$ cat config.mk
export PLATFORM = sky130hd
export DESIGN_NAME = bus_glue_ctrl
export DESIGN_NICKNAME = d
export VERILOG_FILES = /design/src/rtl/bus_glue_ctrl.sv
export SDC_FILE = /design/constraint.sdc
export NUM_CORES = 1
export LEC_CHECK = 0
export CELL_PAD_IN_SITES_DETAIL_PLACEMENT = 2
export CELL_PAD_IN_SITES_GLOBAL_PLACEMENT = 2
export CORE_MARGIN = 2
export CORE_UTILIZATION = 24
export CTS_BUF_LIST = sky130_fd_sc_hd__clkbuf_4 sky130_fd_sc_hd__clkbuf_8 sky130_fd_sc_hd__clkbuf_16
export DETAILED_ROUTE_END_ITERATION = 12
export MAX_ROUTING_LAYER = met4
export PLACE_DENSITY_LB_ADDON = 0.08
export SLEW_MARGIN = 5
export SYNTH_ARGS = -nofsm -noshare
export SYNTH_HDL_FRONTEND = slang
export SYNTH_SLANG_ARGS = --single-unit
export TNS_END_PERCENT = 100
$ cat constraint.sdc
create_clock -name C14M -period 1.9 [get_ports C14M]
set_clock_uncertainty 0.2 [all_clocks]
set_input_delay 0.57 -clock C14M [delete_from_list [all_inputs] [get_ports C14M]]
set_output_delay 0.57 -clock C14M [all_outputs]
set_load 0.05 [all_outputs]
$ cat src/rtl/bus_glue_ctrl.sv
// Accelerator bus glue: DTACK merge, fast-RAM DTACK with wait states, speed-mode switching and BG/BGACK arbitration.
// Optional bus-error timeout is built in when BUS_TIMEOUT_EN is defined.
module bus_glue_ctrl #(
  parameter int unsigned NUM_DTACK_SRC = 2,
  parameter int unsigned SPEED_W       = 1,
  parameter int unsigned WS_W          = 3,
  parameter int unsigned TIMEOUT_CYC   = 1023
) (
  input  logic                     C14M,
  input  logic                     RESET_n,
  input  logic                     C7M_EN,
  input  logic                     AS_CPU_n,
  input  logic                     DS_n,
  input  logic                     BG_n,
  input  logic                     BGACK_n,
  input  logic                     HALT_n,
  input  logic                     RAM_ACCESS,
  input  logic [WS_W-1:0]          WAIT_STATES,
  input  logic [SPEED_W-1:0]       SPEED_REQ,
  input  logic [NUM_DTACK_SRC-1:0] DTACK_SRC_n,
  input  logic                     DTACK_PIN_n,
  output logic                     DTACK_OUT,
  output logic                     DTACK_OE,
  output logic                     FAST_DTACK_n,
  output logic [SPEED_W-1:0]       CPU_SPEED,
  output logic                     SPEED_CHANGE,
  output logic                     DMAREQ_n,
  output logic                     AS_MB_EN,
  output logic                     BERR_n
);

  typedef enum logic [1:0] {F_IDLE, F_WAIT, F_ASSERT} fast_state_t;
  typedef enum logic [1:0] {ARB_CPU, ARB_WAIT_IDLE, ARB_DMA} arb_state_t;

  fast_state_t      fast_q, fast_d;
  logic [WS_W-1:0]  ws_cnt_q, ws_cnt_d;
  arb_state_t       arb_q, arb_d;
  logic             dtack_all_n;
  logic             dtack_q;
  logic             as_hi_q;
  logic             boundary_q, boundary_d;
  logic             take_c;
  logic             bus_free;

  // Merged active-low DTACK and the open-drain style pin drive
  assign dtack_all_n = (&DTACK_SRC_n) & FAST_DTACK_n;
  assign DTACK_OUT   = dtack_all_n;
  assign DTACK_OE    = ~(dtack_all_n & DTACK_PIN_n);
  assign AS_MB_EN    = (arb_q != ARB_DMA) & BGACK_n & HALT_n;
  assign bus_free    = AS_CPU_n & dtack_all_n;

  // Fast-RAM DTACK next state
  always_comb begin
    fast_d   = fast_q;
    ws_cnt_d = ws_cnt_q;
    case (fast_q)
      F_IDLE: begin
        if (!DS_n && RAM_ACCESS && !AS_CPU_n) begin
          fast_d   = F_WAIT;
          ws_cnt_d = WAIT_STATES;
        end
      end
      F_WAIT: begin
        if (DS_n)                fast_d = F_IDLE;
        else if (ws_cnt_q == '0) fast_d = F_ASSERT;
        else                     ws_cnt_d = ws_cnt_q - WS_W'(1);
      end
      F_ASSERT: begin
        if (DS_n) fast_d = F_IDLE;
      end
      default: fast_d = F_IDLE;
    endcase
  end

  // Arbitration next state, only moves on the C7M strobe
  always_comb begin
    arb_d = arb_q;
    if (C7M_EN) begin
      case (arb_q)
        ARB_CPU: begin
          if (!BG_n) arb_d = bus_free ? ARB_DMA : ARB_WAIT_IDLE;
        end
        ARB_WAIT_IDLE: begin
          if (BG_n)          arb_d = ARB_CPU;
          else if (bus_free) arb_d = ARB_DMA;
        end
        ARB_DMA: begin
          if (BG_n) arb_d = ARB_CPU;
        end
        default: arb_d = ARB_CPU;
      endcase
    end
  end

  // A boundary is consumed by the next strobe whether or not a switch happens,
  // so a request glitch between boundaries cannot slip through later.
  assign take_c     = C7M_EN & boundary_q & (SPEED_REQ != CPU_SPEED);
  assign boundary_d = (boundary_q & ~C7M_EN)
                    | (dtack_all_n & ~dtack_q)
                    | (AS_CPU_n & as_hi_q);

  always_ff @(posedge C14M) begin
    if (!RESET_n) begin
      fast_q       <= F_IDLE;
      ws_cnt_q     <= '0;
      FAST_DTACK_n <= 1'b1;
      arb_q        <= ARB_CPU;
      DMAREQ_n     <= 1'b1;
      dtack_q      <= 1'b1;
      as_hi_q      <= 1'b0;
      boundary_q   <= 1'b0;
      CPU_SPEED    <= '0;
      SPEED_CHANGE <= 1'b0;
    end else begin
      fast_q       <= fast_d;
      ws_cnt_q     <= ws_cnt_d;
      FAST_DTACK_n <= (fast_q != F_ASSERT);
      arb_q        <= arb_d;
      DMAREQ_n     <= (arb_d != ARB_DMA);
      dtack_q      <= dtack_all_n;
      as_hi_q      <= AS_CPU_n;
      boundary_q   <= boundary_d;
      SPEED_CHANGE <= take_c;
      if (take_c) CPU_SPEED <= SPEED_REQ;
    end
  end

`ifdef BUS_TIMEOUT_EN
  localparam int unsigned TO_W = $clog2(TIMEOUT_CYC + 1);

  logic [TO_W-1:0] to_cnt_q;
  logic            berr_q;

  // Bus error once a strobed cycle has waited TIMEOUT_CYC clocks without DTACK
  always_ff @(posedge C14M) begin
    if (!RESET_n || AS_CPU_n) begin
      to_cnt_q <= '0;
      berr_q   <= 1'b1;
    end else if (berr_q) begin
      if (!dtack_all_n) begin
        to_cnt_q <= '0;
      end else begin
        to_cnt_q <= to_cnt_q + TO_W'(1);
        if (to_cnt_q == TO_W'(TIMEOUT_CYC - 1)) berr_q <= 1'b0;
      end
    end
  end

  assign BERR_n = berr_q;
`else
  // No timeout hardware; TIMEOUT_CYC only matters when the timeout is built in
  assign BERR_n = 1'b1 | (TIMEOUT_CYC == 0);
`endif

endmodule

Word-level counts from Yosys, hierarchy flattened --
Index checks and enable logic that the tools add are counted. Widths: inputs -> output; s select.
Operators by class: reduce and logical (&&, ||, !) cells 11, eq/ne operators 13, add/subtract/negate cells 1, bitwise gates (word level) 15, mux-type cells 16
Operators with widths (number):
- $mux 2 | 10
- $ne 2x2->1 const B | 7
- $pmux 2 s3 | 2
- $and 1x1->1 | 10
- $mux 3 | 3
- $pmux 3 s2 | 1
- $eq 2x1->1 const B | 2
- $eq 2x2->1 const B | 2
- $logic_not 2->1 | 2
- $reduce_and 4->1 | 1
- $logic_not 3->1 | 1
- $ne 3x3->1 const B | 1
- $not 1->1 | 3
- $reduce_and 3->1 | 1
- $sub 3x1->3 const B | 1
- $logic_and 1x1->1 | 2
- $logic_not 1->1 | 2
- $or 1x1->1 | 2
- $reduce_and 2->1 | 1
- $reduce_bool 2->1 | 1
- $ne 1x1->1 | 1
Storage, ports and cells: register bits 14, logic and storage cells 66, input bits 16, output and inout port bits 8

Depth between registers and ports, before layout --
Gate-level depths: netlist (run 1).
depth in word-level cells 8, gate-level depth with buffers 6, mapped depth without buffers 6

Least setup slack after synthesis (run 1) --
No wires, ideal clock.
path kind register to output, from register FAST_DTACK_n, to output DTACK_OE, data required time 1.130 ns, arrival 1.579 ns, cell stages (with the launch flop) 4, slack -0.449 ns, path buffers 0, cells stage by stage dfxtp_1 -> nand3_1 -> inv_1 -> nand2_1
On the way: word-level cells in the longest chain between the ends 3
RTL lines:
- start: declaration | RTL line 24 | output logic FAST_DTACK_n,
- start signal: assignment | RTL line 117 | FAST_DTACK_n <= (fast_q != F_ASSERT);
- $and 1x1->1 | RTL line 46 | assign dtack_all_n = (&DTACK_SRC_n) & FAST_DTACK_n;
- via DTACK_OUT | RTL line 22 | output logic DTACK_OUT,
- $and 1x1->1 | RTL line 48 | assign DTACK_OE = ~(dtack_all_n & DTACK_PIN_n);
- $not 1->1 | RTL line 48
- end: declaration | RTL line 23 | output logic DTACK_OE,
The timed path passes the listed nets, and every way through them passes these cells.

Final worst setup path (run 1) --
from input DTACK_SRC_n[1], to output DTACK_OE
On the way: word-level cells in the longest chain between the ends 4
RTL lines:
- start: declaration | RTL line 20 | input logic [NUM_DTACK_SRC-1:0] DTACK_SRC_n,
- $reduce_and 2->1 | RTL line 46
- $and 1x1->1 | RTL line 46
- $and 1x1->1 | RTL line 48
- $not 1->1 | RTL line 48
No other way between the ends.

==> results of run 1 <==
-- registers in the layout, indices dropped and copies added, names as in the netlist --
signal	flops
SPEED_CHANGE	1
DMAREQ_n	1
arb_q	2
ws_cnt_q	3
dtack_q	1
CPU_SPEED	1
fast_q	2
boundary_q	1
FAST_DTACK_n	1
as_hi_q	1
-- final cells by class --
class	count	area [um2]
fill	286	1400
sequential	14	283
timing repair buffer	34	374
clock buffer	4	36.3
tap	30	37.5
multi-input combinational	52	368
inverter	6	26.3
-- synthesized netlist by cell type (all sizes together) --
cell type,count
and2,2
mux2i,1
a31o,2
nand2,8
a221o,1
or4,1
nand3b,1
a31oi,1
conb,1
nor2,6
nor2b,1
nor4b,1
and2b,4
nand2b,2
o21ai,2
o311a,1
a22oi,1
a21o,1
inv,6
xnor2,1
dfxtp,14
a21oi,3
nor3b,1
buf,1
o211ai,2
ha,2
clkbuf,1
nand3,3
a21boi,2
o31ai,1
-- through the flow --
step	power, W	hold slack, ns	utilization	cell area, um2
finish	0.000685	0.273	0.446	1120
global route	0.000725	0.299	0.446	1120
CTS	0.000695	0.282	0.442	1120
detailed placement	0.000466	0.268	0.422	1060
global placement	0.000462	0.250	0.422	1060
floorplan	0.000380	0.235	-	666
-- power breakdown --
group | switching, W | internal (W) | leakage [nW] | total (W)
Clock | 0.000107 | 0.000117 | 0.0210 | 0.000224
Combinational | 0.0000676 | 0.0000816 | 0.330 | 0.000149
Sequential | 0.00000821 | 0.000304 | 0.114 | 0.000312
-- cell usage in the layout, fill, tap and decap left out, types with 2 or more instances in the layout --
master | synthesis | layout
o21ai_0 | 2 | 2
inv_1 | 6 | 5
ha_1 | 2 | 2
dlygate4sd2_1 | 0 | 2
clkdlybuf4s50_1 | 0 | 9
a31o_2 | 2 | 2
nor2_1 | 6 | 6
clkbuf_4 | 0 | 3
dfxtp_1 | 14 | 12
o211ai_1 | 2 | 2
a21oi_2 | 1 | 2
nand3_1 | 3 | 2
nand2b_1 | 2 | 2
buf_4 | 1 | 12
and2b_1 | 3 | 3
buf_12 | 0 | 7
nand2_1 | 8 | 7
and2_1 | 2 | 2
clkdlybuf4s15_1 | 0 | 2
dfxtp_2 | 0 | 2
-- worst paths after layout --
path                                                 end  slack, ns  cells after the start
worst min-delay path            ws_cnt_q[1]$_SDFFE_PN0P_       0.27                      2
worst max register to register  ws_cnt_q[2]$_SDFFE_PN0P_       0.20                      6
worst max-delay path                            DTACK_OE       0.01                      5
worst min register to register  ws_cnt_q[1]$_SDFFE_PN0P_       0.27                      2
-- per-layer routing --
metal  track usage  share of wire
met1         0.166           0.47
met2         0.205           0.46
met3        0.0395          0.059
met4        0.0408         0.0082
met5             -              0
-- cells by family after synthesis --
logic type	count (synthesis)	synth area share
and+or+nand+nor	30	0.256
AOI/OAI and AO/OA	17	0.191
DFF	14	0.428
buffers and inverters	8	0.0516
adders and majority gates	2	0.0382
other	1	0.00573
xor gates and xnor gates	1	0.0134
muxes	1	0.0153
-- worst min-delay path, cell delays in order, from the launching register on --
cell and delay, ns:
dfxtp_1 0.32, nand2_1 0.06, mux2i_1 0.05
-- what timing repair did --
action	4_1_cts	5_1_grt
setup endpoints to repair	7	3
pin swaps	6	4
setup buffers	1	0
hold endpoints to repair	0	0
gates resized for setup	16	3
==> results.sh, run 1 <==
export IMPL_grt_max_degree=9
export IMPL_dp_cells=135
export IMPL_synth_area_um2=654
export IMPL_hold_viol_final=0
export IMPL_drive_gt1_frac=0.327
export IMPL_path_max_fanout=3
export IMPL_cts_buffers=3
export IMPL_antenna_found_initial=0
export IMPL_clk_latency_ns=0.28
export IMPL_dpl_hpwl_um=1440
export IMPL_synth_top_cell_by_area="dfxtp_1"
export IMPL_die_x_um=56.2
export IMPL_crit_start="DTACK_SRC_n[1]"
export IMPL_endpoint_kind="output pin"
export IMPL_pre_cts_slack_ns=-0.419
export IMPL_status="completed"
export IMPL_synth_area_per_cell_um2=8.84
export IMPL_cts_tree="yes"
export IMPL_nNetsFinal=129
export IMPL_critPathTopFamily="buffers and inverters"
export IMPL_p_leak_nw=0.465
export IMPL_setup_viol=0
export IMPL_gp_congestion=0.761
export IMPL_yosys_warnings=0
export IMPL_start_util=0.259
export IMPL_finalCriticalPeriod_ns=1.89
export IMPL_cpPeakStageDelay_ns=0.13
export IMPL_yosysTopAreaCellShare=0.428
export IMPL_grt_pass1_vias=706
export IMPL_holdBufCountCts=0
export IMPL_synthDistinctLibCells=33
export IMPL_synth_nets=92
export IMPL_worst_hold_path_type="reg2reg"
export IMPL_worst_path_buf_inv=3
export IMPL_ir_worst_vdd_v=0.000239
export IMPL_cp_slowest_cell="buf_12"
export IMPL_crit_path_cell_trace="buf_6 > nand3_4 > clkinvlp_4 > nand2_2 > buf_12"
export IMPL_clockBufferDepth=2
export IMPL_die_area_um2=3160
export IMPL_period_share=0.994
export IMPL_cap_violations=0
export IMPL_syn_inst=74
export IMPL_ys_seq_elements=14
export IMPL_cts_root_buf="clkbuf_4"
export IMPL_rsz0062_at_grt="yes"
export IMPL_cts_sinks=14
export IMPL_route_detailed_drc=0
export IMPL_ant_nets=0
export IMPL_drt_pass1_iterations=2
export IMPL_cp_data_required_time_ns=1.13
export IMPL_drtIter0Drc=8
export IMPL_hold_start="ws_cnt_q[1]$_SDFFE_PN0P_"
export IMPL_setup_tns_ns=0
export IMPL_grt_usage=0.132
export IMPL_timing_fmax_mhz=530
export IMPL_setup_ws_ns=0.0119
export IMPL_io_pins=24
export IMPL_power_density_nw_per_um2=609
export IMPL_layout_cells_non_filler=140
export IMPL_cp_data_arrival_time_ns=1.12
export IMPL_cp_start_kind="primary input"
export IMPL_reg2reg_from="ws_cnt_q[0]$_SDFFE_PN0P_"
export IMPL_drv_slew=0
export IMPL_area_growth_pct=71.9
export IMPL_io_buffers=22
export IMPL_yosysSeqAreaShare=0.428
export IMPL_grt_pass1_wl_um=3220
export IMPL_core_area_um2=2520
export IMPL_crit_type="in2out"
export IMPL_grt_overflow=0
export IMPL_wirelength_um=1830
export IMPL_viasPerCell=4.73
export IMPL_clk_pin_slew_ns=0.10
export IMPL_yosys_top_cells_area="dfxtp_1 (43%), nand2_1 (4.6%), ha_1 (3.8%)"
export IMPL_rows=18
export IMPL_via_count=662
export IMPL_cts_htree_levels=1
export IMPL_die_y_um=56.2
export IMPL_wl_per_cell_um=13.1
export IMPL_antenna_cells=0
Note: power is estimated with default switching activity, not from simulation.
==> run 2, diff against run 1 <==
--- a/config.mk
+++ b/config.mk
@@ -12,7 +12,7 @@
 export CTS_BUF_LIST = sky130_fd_sc_hd__clkbuf_4 sky130_fd_sc_hd__clkbuf_8 sky130_fd_sc_hd__clkbuf_16
 export DETAILED_ROUTE_END_ITERATION = 12
 export MAX_ROUTING_LAYER = met4
-export PLACE_DENSITY_LB_ADDON = 0.08
+export PLACE_DENSITY = 0.86
 export SLEW_MARGIN = 5
 export SYNTH_ARGS = -nofsm -noshare
 export SYNTH_HDL_FRONTEND = slang
==> run 2 against run 1 <==
  * Global-route usage increased by 2.0 points
  * Die area unchanged
  * Register-to-register slack got worse by 0.03 ns
  * Count of clock-buffer cells in the layout decreased by 1
  * Fmax decreased by 0.55%
  * Critical path depth unchanged
  * Clock power decreased by 23%
  * Utilization increased by 0.20 points
  * Combinational power increased by 5%
  * Critical path type unchanged
  * Largest cell class unchanged
==> results.sh, run 2 (same netlist as run 1, synthesis figures left out) <==
export IMPL_reg2reg_from="ws_cnt_q[0]$_SDFFE_PN0P_"
export IMPL_die_y_um=56.2
export IMPL_cts_root_buf="clkbuf_4"
export IMPL_nNetsFinal=132
export IMPL_viasPerCell=4.87
export IMPL_grt_pass1_wl_um=3620
export IMPL_cts_sinks=14
export IMPL_dp_cells=135
export IMPL_fillers=288
export IMPL_most_common_layout_cells="buf_4 (15), dfxtp_1 (12), clkdlybuf4s50_1 (9)"
export IMPL_antenna_cells=0
export IMPL_largest_register_ffs=3
export IMPL_drt_pass1_iterations=2
export IMPL_timing_fmax_mhz=527
export IMPL_wl_per_cell_um=14.9
export IMPL_cp_data_arrival_time_ns=1.13
export IMPL_timing_hold_ws_ns=0.260
export IMPL_reg2reg_to="ws_cnt_q[2]$_SDFFE_PN0P_"
export IMPL_reg2reg_slack_ns=0.17
export IMPL_cp_start_kind="primary input"
export IMPL_start_util=0.259
export IMPL_cts_htree_levels=1
export IMPL_holdBufCountCts=0
export IMPL_gp_congestion=0.757
export IMPL_ir_worst_vdd_v=0.000275
export IMPL_multi_input_area_um2=375
export IMPL_ant_nets=0
export IMPL_layout_cells_non_filler=142
export IMPL_whs_endpoint="ws_cnt_q[1]$_SDFFE_PN0P_"
export IMPL_period_share=0.999
export IMPL_die_x_um=56.2
export IMPL_final_common_cell="buf_4"
export IMPL_cts_buffers=3
export IMPL_io_buffers=22
export IMPL_p_leak_nw=0.470
export IMPL_area_growth_pct=72.7
export IMPL_hold_viol_final=0
export IMPL_drtIter0Drc=2
export IMPL_io_pins=24
export IMPL_antenna_found_initial=0
export IMPL_crit_type="in2out"
export IMPL_wirelength_um=2120
export IMPL_cp_data_required_time_ns=1.13
export IMPL_holdPathStages=2
export IMPL_grt_pass1_vias=748
export IMPL_via_count=691
export IMPL_grt_usage=0.152
export IMPL_power_density_nw_per_um2=569
export IMPL_core_area_um2=2520
export IMPL_cap_violations=0
export IMPL_status="completed"
export IMPL_path_max_fanout=3
export IMPL_hold_start="ws_cnt_q[1]$_SDFFE_PN0P_"
export IMPL_grt_overflow=0
export IMPL_worst_hold_path_type="reg2reg"
export IMPL_grt_max_degree=8
export IMPL_clockBufferDepth=2
export IMPL_largest_register="ws_cnt_q"
export IMPL_setup_viol=0
export IMPL_rows=18
export IMPL_r2r_cells=8
export IMPL_drive_gt1_frac=0.357
export IMPL_endpoint_kind="output pin"
export IMPL_rsz0062_at_grt="yes"
export IMPL_route_detailed_drc=0
export IMPL_cts_tree="yes"
export IMPL_finalCriticalPeriod_ns=1.90
export IMPL_reg_largest_list="ws_cnt_q x3, arb_q x2, fast_q x2"
export IMPL_clk_latency_ns=0.28
export IMPL_die_area_um2=3160
export IMPL_dpl_hpwl_um=1640
export IMPL_seq_area_um2=283
export IMPL_drv_slew=0
export IMPL_clk_pin_slew_ns=0.08
## run 2: area by class of cell
type / instances / area share
Timing Repair Buffer: 37 / 0.341
Multi-Input combinational cell: 52 / 0.332
Sequential cell: 14 / 0.250
Tap cell: 30 / 0.0332
Inverter: 6 / 0.0233
Clock buffer: 3 / 0.0199
## run 2: per-layer routing
layer | vias up | routed length (um) | global-route usage
met5 | - | 0 | -
met4 | 0 | 21 | 0.0408
met3 | 2 | 81 | 0.0279
met2 | 19 | 1190 | 0.279
met1 | 340 | 828 | 0.168
li1 | 330 | - | -
## run 2: how the worst max path moves through the flow
stage / start / to / slack [ns] / cells past startpoint
floorplan: DTACK_SRC_n[1] / DTACK_OE / -0.19 / 3
global placement: DTACK_SRC_n[0] / DTACK_OE / -0.40 / 5
detailed placement: DTACK_SRC_n[0] / DTACK_OE / -0.43 / 5
CTS: DTACK_SRC_n[1] / DTACK_OE / -0.003 / 5
global route: FAST_DTACK_n$_SDFF_PN1_ / DTACK_OE / -0.04 / 4
finish: DTACK_SRC_n[1] / DTACK_OE / 0.001 / 5
## run 2: report_power, final
group | switching, W | internal, W
clock | 0.0000991 | 0.0000736
combinational | 0.0000726 | 0.0000844
sequential | 0.00000872 | 0.000304
total | 0.000180 | 0.000462
## run 2: what timing repair did
action | CTS | global route
resized for setup | 16 | 3
buffers inserted | 3 | 1
pin swaps | 6 | 2
endpoints found under the setup margin | 6 | 4
cloned | 0 | 0
## run 2: worst max-delay path, cell delays in order
cell and delay, ns:
buf_2 0.11, nand3_4 0.08, clkinvlp_4 0.13, nand2_2 0.10
buf_12 0.13
## run 2: stage by stage
| step | area [um2] | TNS (ns) | utilization | total power, W | setup slack (ns) |
|---|---|---|---|---|---|
| 2_1_floorplan | 666 | -0.193 | - | 0.000380 | -0.193 |
| 3_3_place_gp | 1060 | -2.38 | 0.422 | 0.000460 | -0.403 |
| 3_5_place_dp | 1060 | -2.75 | 0.422 | 0.000468 | -0.431 |
| 4_1_cts | 1120 | -0.00268 | 0.444 | 0.000650 | -0.00268 |
| 5_1_grt | 1130 | -0.0451 | 0.448 | 0.000685 | -0.0408 |
| 6_report | 1130 | 0 | 0.448 | 0.000642 | 0.00135 |
